## src/rtl/staff_overlay_gen.sv

```systemverilog
// Staff overlay generator: circular note table with frame-synchronous commit,
// rendering staff lines, note heads and a cursor through a fixed 2-cycle pipeline.
module staff_overlay_gen #(
  parameter int NUM_NOTES    = 16,
  parameter int X_START      = 64,
  parameter int NOTE_WIDTH   = 32,
  parameter int STAFF_TOP    = 200,
  parameter int LINE_SPACING = 16,
  parameter int HEAD_R       = 4
) (
  input  logic                         clk_in,
  input  logic                         rst_in,
  input  logic [10:0]                  hcount_in,
  input  logic [9:0]                   vcount_in,
  input  logic                         new_frame_in,
  input  logic                         note_valid_in,
  input  logic [3:0]                   note_pitch_in,
  input  logic                         note_rest_in,
  input  logic                         clear_in,
  output logic [$clog2(NUM_NOTES):0]   note_count_out,
  output logic [1:0]                   staff_pixel_out
);

  localparam int SLOT_W  = $clog2(NUM_NOTES);
  localparam int XOFF_W  = $clog2(NOTE_WIDTH);
  localparam int CNT_W   = SLOT_W + 1;
  localparam int X_END   = X_START + NUM_NOTES * NOTE_WIDTH;
  localparam int STAFF_H = 4 * LINE_SPACING;

  // Shadow table (written by note detection) and display table (frame copy)
  logic [NUM_NOTES-1:0] occ_q, rest_q;
  logic [3:0]           pitch_q [NUM_NOTES];
  logic [SLOT_W-1:0]    wr_ptr_q;
  logic [CNT_W-1:0]     count_q;

  logic [NUM_NOTES-1:0] disp_occ_q, disp_rest_q;
  logic [3:0]           disp_pitch_q [NUM_NOTES];
  logic [SLOT_W-1:0]    disp_cursor_q;
  logic                 disp_cur_en_q;

  always_ff @(posedge clk_in) begin
    if (rst_in) begin
      occ_q         <= '0;
      rest_q        <= '0;
      wr_ptr_q      <= '0;
      count_q       <= '0;
      disp_occ_q    <= '0;
      disp_rest_q   <= '0;
      disp_cursor_q <= '0;
      disp_cur_en_q <= 1'b0;
      for (int i = 0; i < NUM_NOTES; i++) begin
        pitch_q[i]      <= '0;
        disp_pitch_q[i] <= '0;
      end
    end else begin
      if (clear_in) begin
        occ_q    <= '0;
        rest_q   <= '0;
        wr_ptr_q <= '0;
        count_q  <= '0;
      end else if (note_valid_in) begin
        occ_q[wr_ptr_q]   <= 1'b1;
        rest_q[wr_ptr_q]  <= note_rest_in;
        pitch_q[wr_ptr_q] <= note_pitch_in;
        wr_ptr_q          <= wr_ptr_q + 1'b1;
        if (count_q != CNT_W'(NUM_NOTES)) count_q <= count_q + 1'b1;
      end
      // Commit samples the pre-edge shadow, so a coincident write waits a frame
      if (new_frame_in) begin
        disp_occ_q    <= occ_q;
        disp_rest_q   <= rest_q;
        disp_pitch_q  <= pitch_q;
        disp_cursor_q <= wr_ptr_q - 1'b1;
        disp_cur_en_q <= (count_q != '0);
      end
    end
  end

  assign note_count_out = count_q;

  // Stage 1: screen coordinates relative to the staff origin
  logic [SLOT_W+XOFF_W-1:0] hx_d;
  logic                     in_x_d;
  logic signed [10:0]       dy_d;

  always_comb begin
    hx_d   = (SLOT_W + XOFF_W)'(hcount_in - 11'(X_START));
    in_x_d = (int'(hcount_in) >= X_START) && (int'(hcount_in) < X_END);
    dy_d   = 11'({1'b0, vcount_in}) - 11'(STAFF_TOP);
  end

  logic                 in_x_q;
  logic [SLOT_W-1:0]    slot_q;
  logic [XOFF_W-1:0]    xoff_q;
  logic signed [10:0]   dy_q;
  logic [9:0]           vcount_s1_q;
  logic [1:0]           pix_q;

  // Stage 2: priority cursor > note head > staff line > transparent
  logic signed [12:0] cy, vdiff;
  logic               dy_in_staff, on_line, cursor_hit, note_hit;
  logic [1:0]         pix_d;

  always_comb begin
    cy = 13'(STAFF_TOP + STAFF_H) -
         13'(int'(disp_pitch_q[slot_q]) * (LINE_SPACING / 2));
    vdiff       = 13'({3'b0, vcount_s1_q}) - cy;
    dy_in_staff = (int'(dy_q) >= 0) && (int'(dy_q) <= STAFF_H);
    on_line     = in_x_q && dy_in_staff && ((int'(dy_q) % LINE_SPACING) == 0);
    cursor_hit  = in_x_q && disp_cur_en_q && (slot_q == disp_cursor_q) &&
                  (int'(xoff_q) < 2) && dy_in_staff;
    note_hit    = in_x_q && disp_occ_q[slot_q] && !disp_rest_q[slot_q] &&
                  (int'(xoff_q) >= NOTE_WIDTH / 4) &&
                  (int'(xoff_q) < 3 * NOTE_WIDTH / 4) &&
                  (int'(cy) >= 0) &&
                  (int'(vdiff) >= -HEAD_R) && (int'(vdiff) <= HEAD_R);
    pix_d = 2'd0;
    if (cursor_hit)    pix_d = 2'd3;
    else if (note_hit) pix_d = 2'd2;
    else if (on_line)  pix_d = 2'd1;
  end

  always_ff @(posedge clk_in) begin
    if (rst_in) begin
      in_x_q      <= 1'b0;
      slot_q      <= '0;
      xoff_q      <= '0;
      dy_q        <= '0;
      vcount_s1_q <= '0;
      pix_q       <= 2'd0;
    end else begin
      in_x_q      <= in_x_d;
      slot_q      <= hx_d[XOFF_W +: SLOT_W];
      xoff_q      <= hx_d[XOFF_W-1:0];
      dy_q        <= dy_d;
      vcount_s1_q <= vcount_in;
      pix_q       <= pix_d;
    end
  end

  assign staff_pixel_out = pix_q;

endmodule
```

## config.mk

```make
export PLATFORM = sky130hd
export DESIGN_NAME = staff_overlay_gen
export DESIGN_NICKNAME = d
export VERILOG_FILES = /design/src/rtl/staff_overlay_gen.sv
export SDC_FILE = /design/constraint.sdc
export NUM_CORES = 1
export LEC_CHECK = 0
export ABC_CLOCK_PERIOD_IN_PS = 3800
export CAP_MARGIN = 20
export CORE_MARGIN = 3
export CORE_UTILIZATION = 31
export CTS_CLUSTER_SIZE = 28
export DETAILED_ROUTE_END_ITERATION = 7
export PLACE_DENSITY = 0.55
export SYNTH_ARGS = -nofsm -noshare
export SYNTH_HDL_FRONTEND = slang
export SYNTH_SLANG_ARGS = --single-unit
export TNS_END_PERCENT = 1
```

## constraint.sdc

```tcl
create_clock -name clk_in -period 3.8 [get_ports clk_in]
set_clock_uncertainty 0.15 [all_clocks]
set_input_delay 0.76 -clock clk_in [delete_from_list [all_inputs] [get_ports clk_in]]
set_output_delay 0.76 -clock clk_in [all_outputs]
set_load 0.02 [all_outputs]
```

==> results.md, run 1 <==
* ANT cells at 0
* DR vias at around 7000
* Die height at 182 um
* Synth warnings at 0
* Worst min-delay path class: reg -> reg
* # port buffers at 37
* Top FF cell, synth: dfxtp_1
* Vias in the first global route at ~6700
* Power density over cell area at 477 nW/um^2
* Layout cells sized above 1 at 0.0947
* CP Class: reg -> reg
* TritonCTS Buffers at 26
* Peak supply drop at about 0.28 mV
* Post-Syn Nets at around 1100
* Drt total wl at between 20 and 25 mm
* Compound-Gate Fraction of Synth Area at 0.0990
* Max Cap Violations at 0
* Largest net degree at the start of global routing at 111
* Initial DRT Pass Iterations at 5
* Synth async-reset ratio at 0
* First-pass GRT wire length at between 30 and 40 mm
* Post-DP HPWL at around 15 mm
* Nets@finish at around 1100
* DP Cell Count at roughly 1400
* Largest family of logic cells by synthesized area: simple AND/OR/NAND/NOR gates
* Max stage delay on crit path at 0.56 ns
* Critical Path RT at ~4.0 ns
* LEAKAGE at around 0.0042 uW
* Library cells used by synthesis at 46
* Post-synthesis register bit count at about 240
* Area contributors post-synth: dfxtp_1 49%, mux2i_1 11%, nor2_1 6.7%, a21oi_1 5.0%, nand2_1 3.8%
* Design area at between 10000 and 15000 um^2
* CP endpoint kind: register
* Synth cell count leaders: 235 x dfxtp_1, 170 x nor2_1, 106 x mux2i_1
* CTS tree: built
* Syn Area/Cell at 9.27 um^2
* Layout area overhead at 17.4%
* Post-Synth Simple-Gate Area at 0.160
* Worst-margin pin slew at around 1 ns
* Placed cell area at 10200 um^2
* XOR/XNOR Fraction of Synth Area at 0.0193
* Die Wd at around 180 um
* Startpoint types: register
* FF+latch area at about 4700 um^2
* Final Cycle Share at 0.997
* Number of flops mapped to enable cells by yosys at 0
* Top-count cell post-synth: dfxtp_1
* Fin. Hold Viols at 0
* Worst path cell trace: buf_6 > mux4_1 > mux4_2 > inv_1 > ha_1 > ha_1 > inv_1 > ha_4 > inv_2 > a211oi_4 > o22ai_2 > mux2i_1 > nor4_1 > o211ai_1 > o2bb2ai_1
* Core box area at 30000 um^2
* Via/cell ratio at a little under 5
* Ports at 38
* M1 wire length at approximately 12 mm
* Multi-input gate area at approximately 4500 um^2
* Clock Pin Slew Worst Setup and Hold Paths at ~0.060 ns
* Final setup viols at 0
* Mux cell area share after synthesis at 0.160
* # clock sinks at about 240
* Root buf cell: clkbuf_16
* Cell row count at 63
* FMAX at approximately 0.26 GHz
* Longest Clk Path Bufs at 3
* Total GRT Usage at 0.140
* Slew headroom at 0.331
* Post-Layout Cell Count at 1457
* Filler cell count at around 3000
* Die area at approximately 33000 um^2
* Crit path arrival time at approximately 4.0 ns
* Status: finished clean
* Metal2 WL at roughly 10 mm
* Post-Syn Instances at about 1000
* Synth Cell Area at roughly 9600 um^2
* Total gr overflow at 0
* Starting Density at 0.318
* Antenna violations before repair at 0
* Highest metal used: met4
* Adder-Cell Fraction of Synth Area at 0.0244
* Pwr Total at around 5300 uW
* Crit path max fanout at 8
* Post-route ant nets at 0
* WL met3 at slightly below 1 mm
* Clock latency on the worst-skew pair at around 0.52 ns
* Yosys top cell area share at 0.492
* H-tree depth at 1
* Yosys top cell by area: dfxtp_1
* Slowest cell on crit path: mux4_1
* Tmin final at approximately 3.8 ns
* Seq/Total Area, Yosys at 0.492
* Post-layout util at 0.374
* Sum of negative setup slack at 0 ns
* Routability congestion estimate at ~0.8
* Initial drt markers at 380
* Final Max Tran Viols at 0
* DRC at 0
* Avg WL per Cell at approximately 16 um
## state kept, by name (all words and copies together) (netlist names), 5 cells and up
| register | cells |
|---|---|
| disp_occ_q | 16 |
| vcount_s1_q | 7 |
| dy_q | 11 |
| occ_q | 16 |
| rest_q | 16 |
| note_count_out | 5 |
| disp_pitch_q | 64 |
| pitch_q | 64 |
| disp_rest_q | 16 |
## power by group
group          leakage, uW  total (uW)  switching, uW  internal, uW
Clock             0.000425        2490           1010          1480
Combinational      0.00186         343            204           139
Sequential         0.00190        2520           23.8          2490
Total              0.00419        5350           1240          4110
## routing by layer
layer	GRT usage	vias to the layer above
met2	0.212	143
met5	0	-
met3	0.0182	29
met1	0.211	3322
li1	-	3554
met4	0.0289	0
## critical path: cells and delay by family (launching register included)
family	cells	cell delay, ns
buffers and inverters	4	0.36
multiplexers	3	1.18
adder cells (fa/ha/maj)	3	0.49
AO/OA/AOI/OAI	4	0.69
flip-flops	1	0.41
AND/OR/NAND/NOR	1	0.36
## worst paths after layout
check | start | end | slack [ns] | depth (start not counted)
worst max-delay path | slot_q[0] | staff_pixel_out[0] | 0.01 | 15
worst max register to register | slot_q[0] | staff_pixel_out[0] | 0.01 | 15
worst min register to register | rest_q[9] | rest_q[9] | 0.30 | 2
worst min-delay path | rest_q[9] | rest_q[9] | 0.30 | 2
## through the flow
stage / setup WS, ns / hold slack [ns]
5_1_grt: -0.125 / 0.324
4_1_cts: 0.0757 / 0.307
6_report: 0.0132 / 0.303
3_5_place_dp: -0.0556 / 0.298
3_3_place_gp: 0.0556 / 0.296
2_1_floorplan: 0.322 / 0.286
## area by class of cell
class                   instances  share of cell area
clock buffers                  36              0.0686
clock inverters                11             0.00758
inverters                      28             0.00937
multi-input cells             694               0.397
flip-flops and latches        235               0.420
well taps                     390              0.0435
repair buffers                 63              0.0539
## cells in the final DEF (no fill, tap or decap), drive strengths merged, types with 20 or more instances in the layout
cell type,instances
clkbuf,36
a21oi,96
mux4,20
buf,29
inv,28
clkdlybuf4s50,34
mux2i,106
nand3,30
nor2,170
dfxtp,235
nand2,97
o21ai,54
## cell families (layout without fill, tap and decap cells)
| family | count (synthesis) | after routing |
|---|---|---|
| and+or+nand+nor | 353 | 353 |
| DFF | 235 | 235 |
| xor gates and xnor gates | 21 | 21 |
| AOI/OAI and AO/OA | 176 | 176 |
| buffers and inverters | 102 | 138 |
| muxes | 126 | 126 |
| adders and majority gates | 18 | 18 |
## repair_timing
item | in CTS | in global routing
setup buffers | 0 | 11
pin swaps | 0 | 5
gates resized for setup | 1 | 9
endpoints found under the hold margin | 0 | 0
setup endpoints to repair | 2 | 2
hold buffers | 0 | 0
Note: power is estimated with default switching activity, not from simulation.
==> run 2, diff against run 1 <==
--- a/config.mk
+++ b/config.mk
@@ -5,12 +5,13 @@
 export SDC_FILE = /design/constraint.sdc
 export NUM_CORES = 1
 export LEC_CHECK = 0
-export ABC_CLOCK_PERIOD_IN_PS = 3800
+export ABC_CLOCK_PERIOD_IN_PS = 4770
 export CAP_MARGIN = 20
 export CORE_MARGIN = 3
 export CORE_UTILIZATION = 31
 export CTS_CLUSTER_SIZE = 28
 export DETAILED_ROUTE_END_ITERATION = 7
+export GPL_TIMING_DRIVEN = 0
 export PLACE_DENSITY = 0.55
 export SYNTH_ARGS = -nofsm -noshare
 export SYNTH_HDL_FRONTEND = slang
==> constraint.sdc (replaced) <==
create_clock -name clk_in -period 4.77 [get_ports clk_in]
set_clock_uncertainty 0.15 [all_clocks]
set_input_delay 0.954 -clock clk_in [delete_from_list [all_inputs] [get_ports clk_in]]
set_output_delay 0.954 -clock clk_in [all_outputs]
set_load 0.02 [all_outputs]
==> run 2 against run 1 <==
  * Cell count up 2.7%
  * Flip-flop and latch count unchanged
  * Global-route usage up 1.5 points
  * Sequential share of layout area about the same
  * Worst hold slack gained 0.0056 ns
  * First-iteration DRC count is 28% higher
  * Via count up 4.0%
==> results.md, run 2 (synthesized netlist as in run 1, its figures left out) <==
* Avg WL per Cell at around 17 um
* H-tree depth at 1
* Design area at 11200 um^2
* Initial DRT Pass Iterations at 5
* Die Wd at between 150 and 200 um
* Max Cap Violations at 0
* Core box area at roughly 30000 um^2
* Most used cell, CP: ha_1
* Final setup viols at 0
* Hold endpoint: pitch_q[32]
* ANT cells at 0
* Layout area overhead at 17.2%
* Starting Density at 0.318
* DRC at 0
* Antenna violations before repair at 0
* CP endpoint kind: register
* CTS tree: built
* Switching power at 972 uW
* Routability congestion estimate at between 0.8 and 0.9
* Total gr overflow at 0
* Via/cell ratio at 4.90
* Max stage delay on crit path at 0.60 ns
* Fin. Hold Viols at 0
* Reg2reg setup slack at about 0.4 ns
* FF+latch area at approximately 4700 um^2
* Multi-input gate area at about 4400 um^2
* Power density over cell area at 383 nW/um^2
* Critical R2R Capture: staff_pixel_out[0]
* Worst path cell trace: clkbuf_1 > mux4_1 > mux4_2 > inv_1 > ha_1 > ha_1 > inv_1 > ha_1 > nand3_1 > o22ai_1 > o21ai_0 > nand3_1 > a21oi_1 > o211ai_1 > o2bb2ai_1
* Gate power share at 0.064
* Pint at ~3300 uW
* Most frequent cells in the layout: 235 x dfxtp_1, 170 x nor2_1, 106 x mux2i_1, 97 x nand2_1, 96 x a21oi_1
* Crit path arrival time at 4.61 ns
* Status: finished clean
* LEAKAGE at 0.00414 uW
* RSZ-0062 raised after global routing: no
* Clock Power Share at 0.469
* HP Start: pitch_q[32]
* Die height at ~180 um
* Clock Pin Slew Worst Setup and Hold Paths at roughly 0.060 ns
* Worst min-delay path class: reg -> reg
* Placed cell area at ~10000 um^2
* Post-route ant nets at 0
* Cts repair resizes at 0
* Seq pwr share at 0.466
* Ports at 38
* Post-DP HPWL at 18.4 mm
* R2R cell count at 15
* Clock latency on the worst-skew pair at approximately 0.53 ns
* Worst-margin pin slew at just over 0.8 ns
* Longest Clk Path Bufs at 3
* Cell row count at 63
* Worst R2R Start: slot_q[1]
* Peak supply drop at 0.250 mV
* Nets@finish at roughly 1100
* # port buffers at 29
* CP Class: reg -> reg
* Layout cells sized above 1 at 0.0651
* TritonCTS Buffers at 26
* Total GRT Usage at 0.154
* Die area at between 30000 and 40000 um^2
* Final Max Tran Viols at 0
* Crit path max fanout at 10
* Top Registers: disp_pitch_q (64), pitch_q (64)
* Slew headroom at 0.451
* Final Cycle Share at 0.916
* Sum of negative setup slack at 0 ns
* Switching part of the total at 0.227
* Filler cell count at 3023
* Hold path depth at 2
* FMAX at roughly 0.23 GHz
* Initial drt markers at between 400 and 500
* DR vias at 7330
* Most common cell after layout, fill and taps aside: dfxtp_1
* Slowest cell on crit path: clkbuf_1
* First-pass GRT wire length at between 40 and 50 mm
* CTS hold repair buffers at 0
* Startpoint types: register
* Drt total wl at about 26 mm
* Setup repair bufs after CTS at 0
* Tmin final at approximately 4.4 ns
* # clock sinks at 235
* Vias in the first global route at slightly above 7000
* Root buf cell: clkbuf_16
* Largest net degree at the start of global routing at 13
* Critical Path RT at roughly 5 ns
-- run 2: cell count changes in the layout (fill, tap and decap cells not counted), sizes merged --
| cell | delta |
|---|---|
| clkbuf | +52 |
| clkdlybuf4s50 | -5 |
| clkinv | -5 |
| buf | -3 |
| bufinv | +1 |
| clkinvlp | -1 |
-- run 2: through the flow --
| step | hold WS (ns) | power (uW) | utilization | setup slack [ns] | instances |
|---|---|---|---|---|---|
| floorplan | 0.286 | 2220 | - | 1.29 | 1031 |
| global placement | 0.297 | 2320 | 0.344 | 0.279 | 1450 |
| detailed placement | 0.301 | 2320 | 0.344 | 0.337 | 1450 |
| CTS | 0.308 | 4340 | 0.373 | 0.319 | 1496 |
| global route | 0.328 | 4440 | 0.373 | 0.118 | 1496 |
| finish | 0.308 | 4290 | 0.373 | 0.401 | 1496 |
-- run 2: power groups by stage --
stage	sequential (uW)	combinational [uW]	clock, uW
after floorplan	2040	178	0
after global placement	2040	277	0
after detailed placement	2040	277	0
after CTS	2000	278	2060
after global routing	2000	302	2140
final	2000	277	2010
-- run 2: worst max path at each step --
| stage | from | endpoint | slack, ns | depth (start not counted) |
|---|---|---|---|---|
| 2_1_floorplan | slot_q[0] | staff_pixel_out[0] | 1.29 | 16 |
| 6_report | slot_q[1] | staff_pixel_out[0] | 0.40 | 15 |
| 3_3_place_gp | slot_q[1] | staff_pixel_out[0] | 0.28 | 14 |
| 3_5_place_dp | slot_q[1] | staff_pixel_out[0] | 0.34 | 15 |
| 5_1_grt | slot_q[1] | staff_pixel_out[0] | 0.12 | 15 |
| 4_1_cts | slot_q[1] | staff_pixel_out[0] | 0.32 | 15 |
-- run 2: final cells by class --
type,instances,area share
Tap cell,390,0.0436
Clock buffer,40,0.0701
Buffer,74,0.0288
Sequential cell,235,0.420
Timing Repair Buffer,29,0.0259
Inverter,28,0.00939
Multi-Input combinational cell,694,0.395
Clock inverter,6,0.00737
-- run 2: worst max-delay path: cells and delay by family (launching register included) --
kind | cells | cell delay [ns]
AOI/OAI and AO/OA | 5 | 1.02
buffers and inverters | 3 | 0.79
adders and majority gates | 3 | 0.66
muxes | 2 | 1.02
DFF | 1 | 0.34
and+or+nand+nor | 2 | 0.24
-- run 2: metal layers --
layer	share of wire	track usage	vias up
li1	-	-	3644
met1	0.50	0.225	3490
met2	0.44	0.242	159
met3	0.043	0.0210	37
met4	0.022	0.0366	0
met5	0	0	-
==> run 3, diff against run 2 <==
--- a/config.mk
+++ b/config.mk
@@ -5,7 +5,6 @@
 export SDC_FILE = /design/constraint.sdc
 export NUM_CORES = 1
 export LEC_CHECK = 0
-export ABC_CLOCK_PERIOD_IN_PS = 4770
 export CAP_MARGIN = 20
 export CORE_MARGIN = 3
 export CORE_UTILIZATION = 31
==> results of run 3 <==
The final DEF is identical to that of run 2; final timing and power are the same.
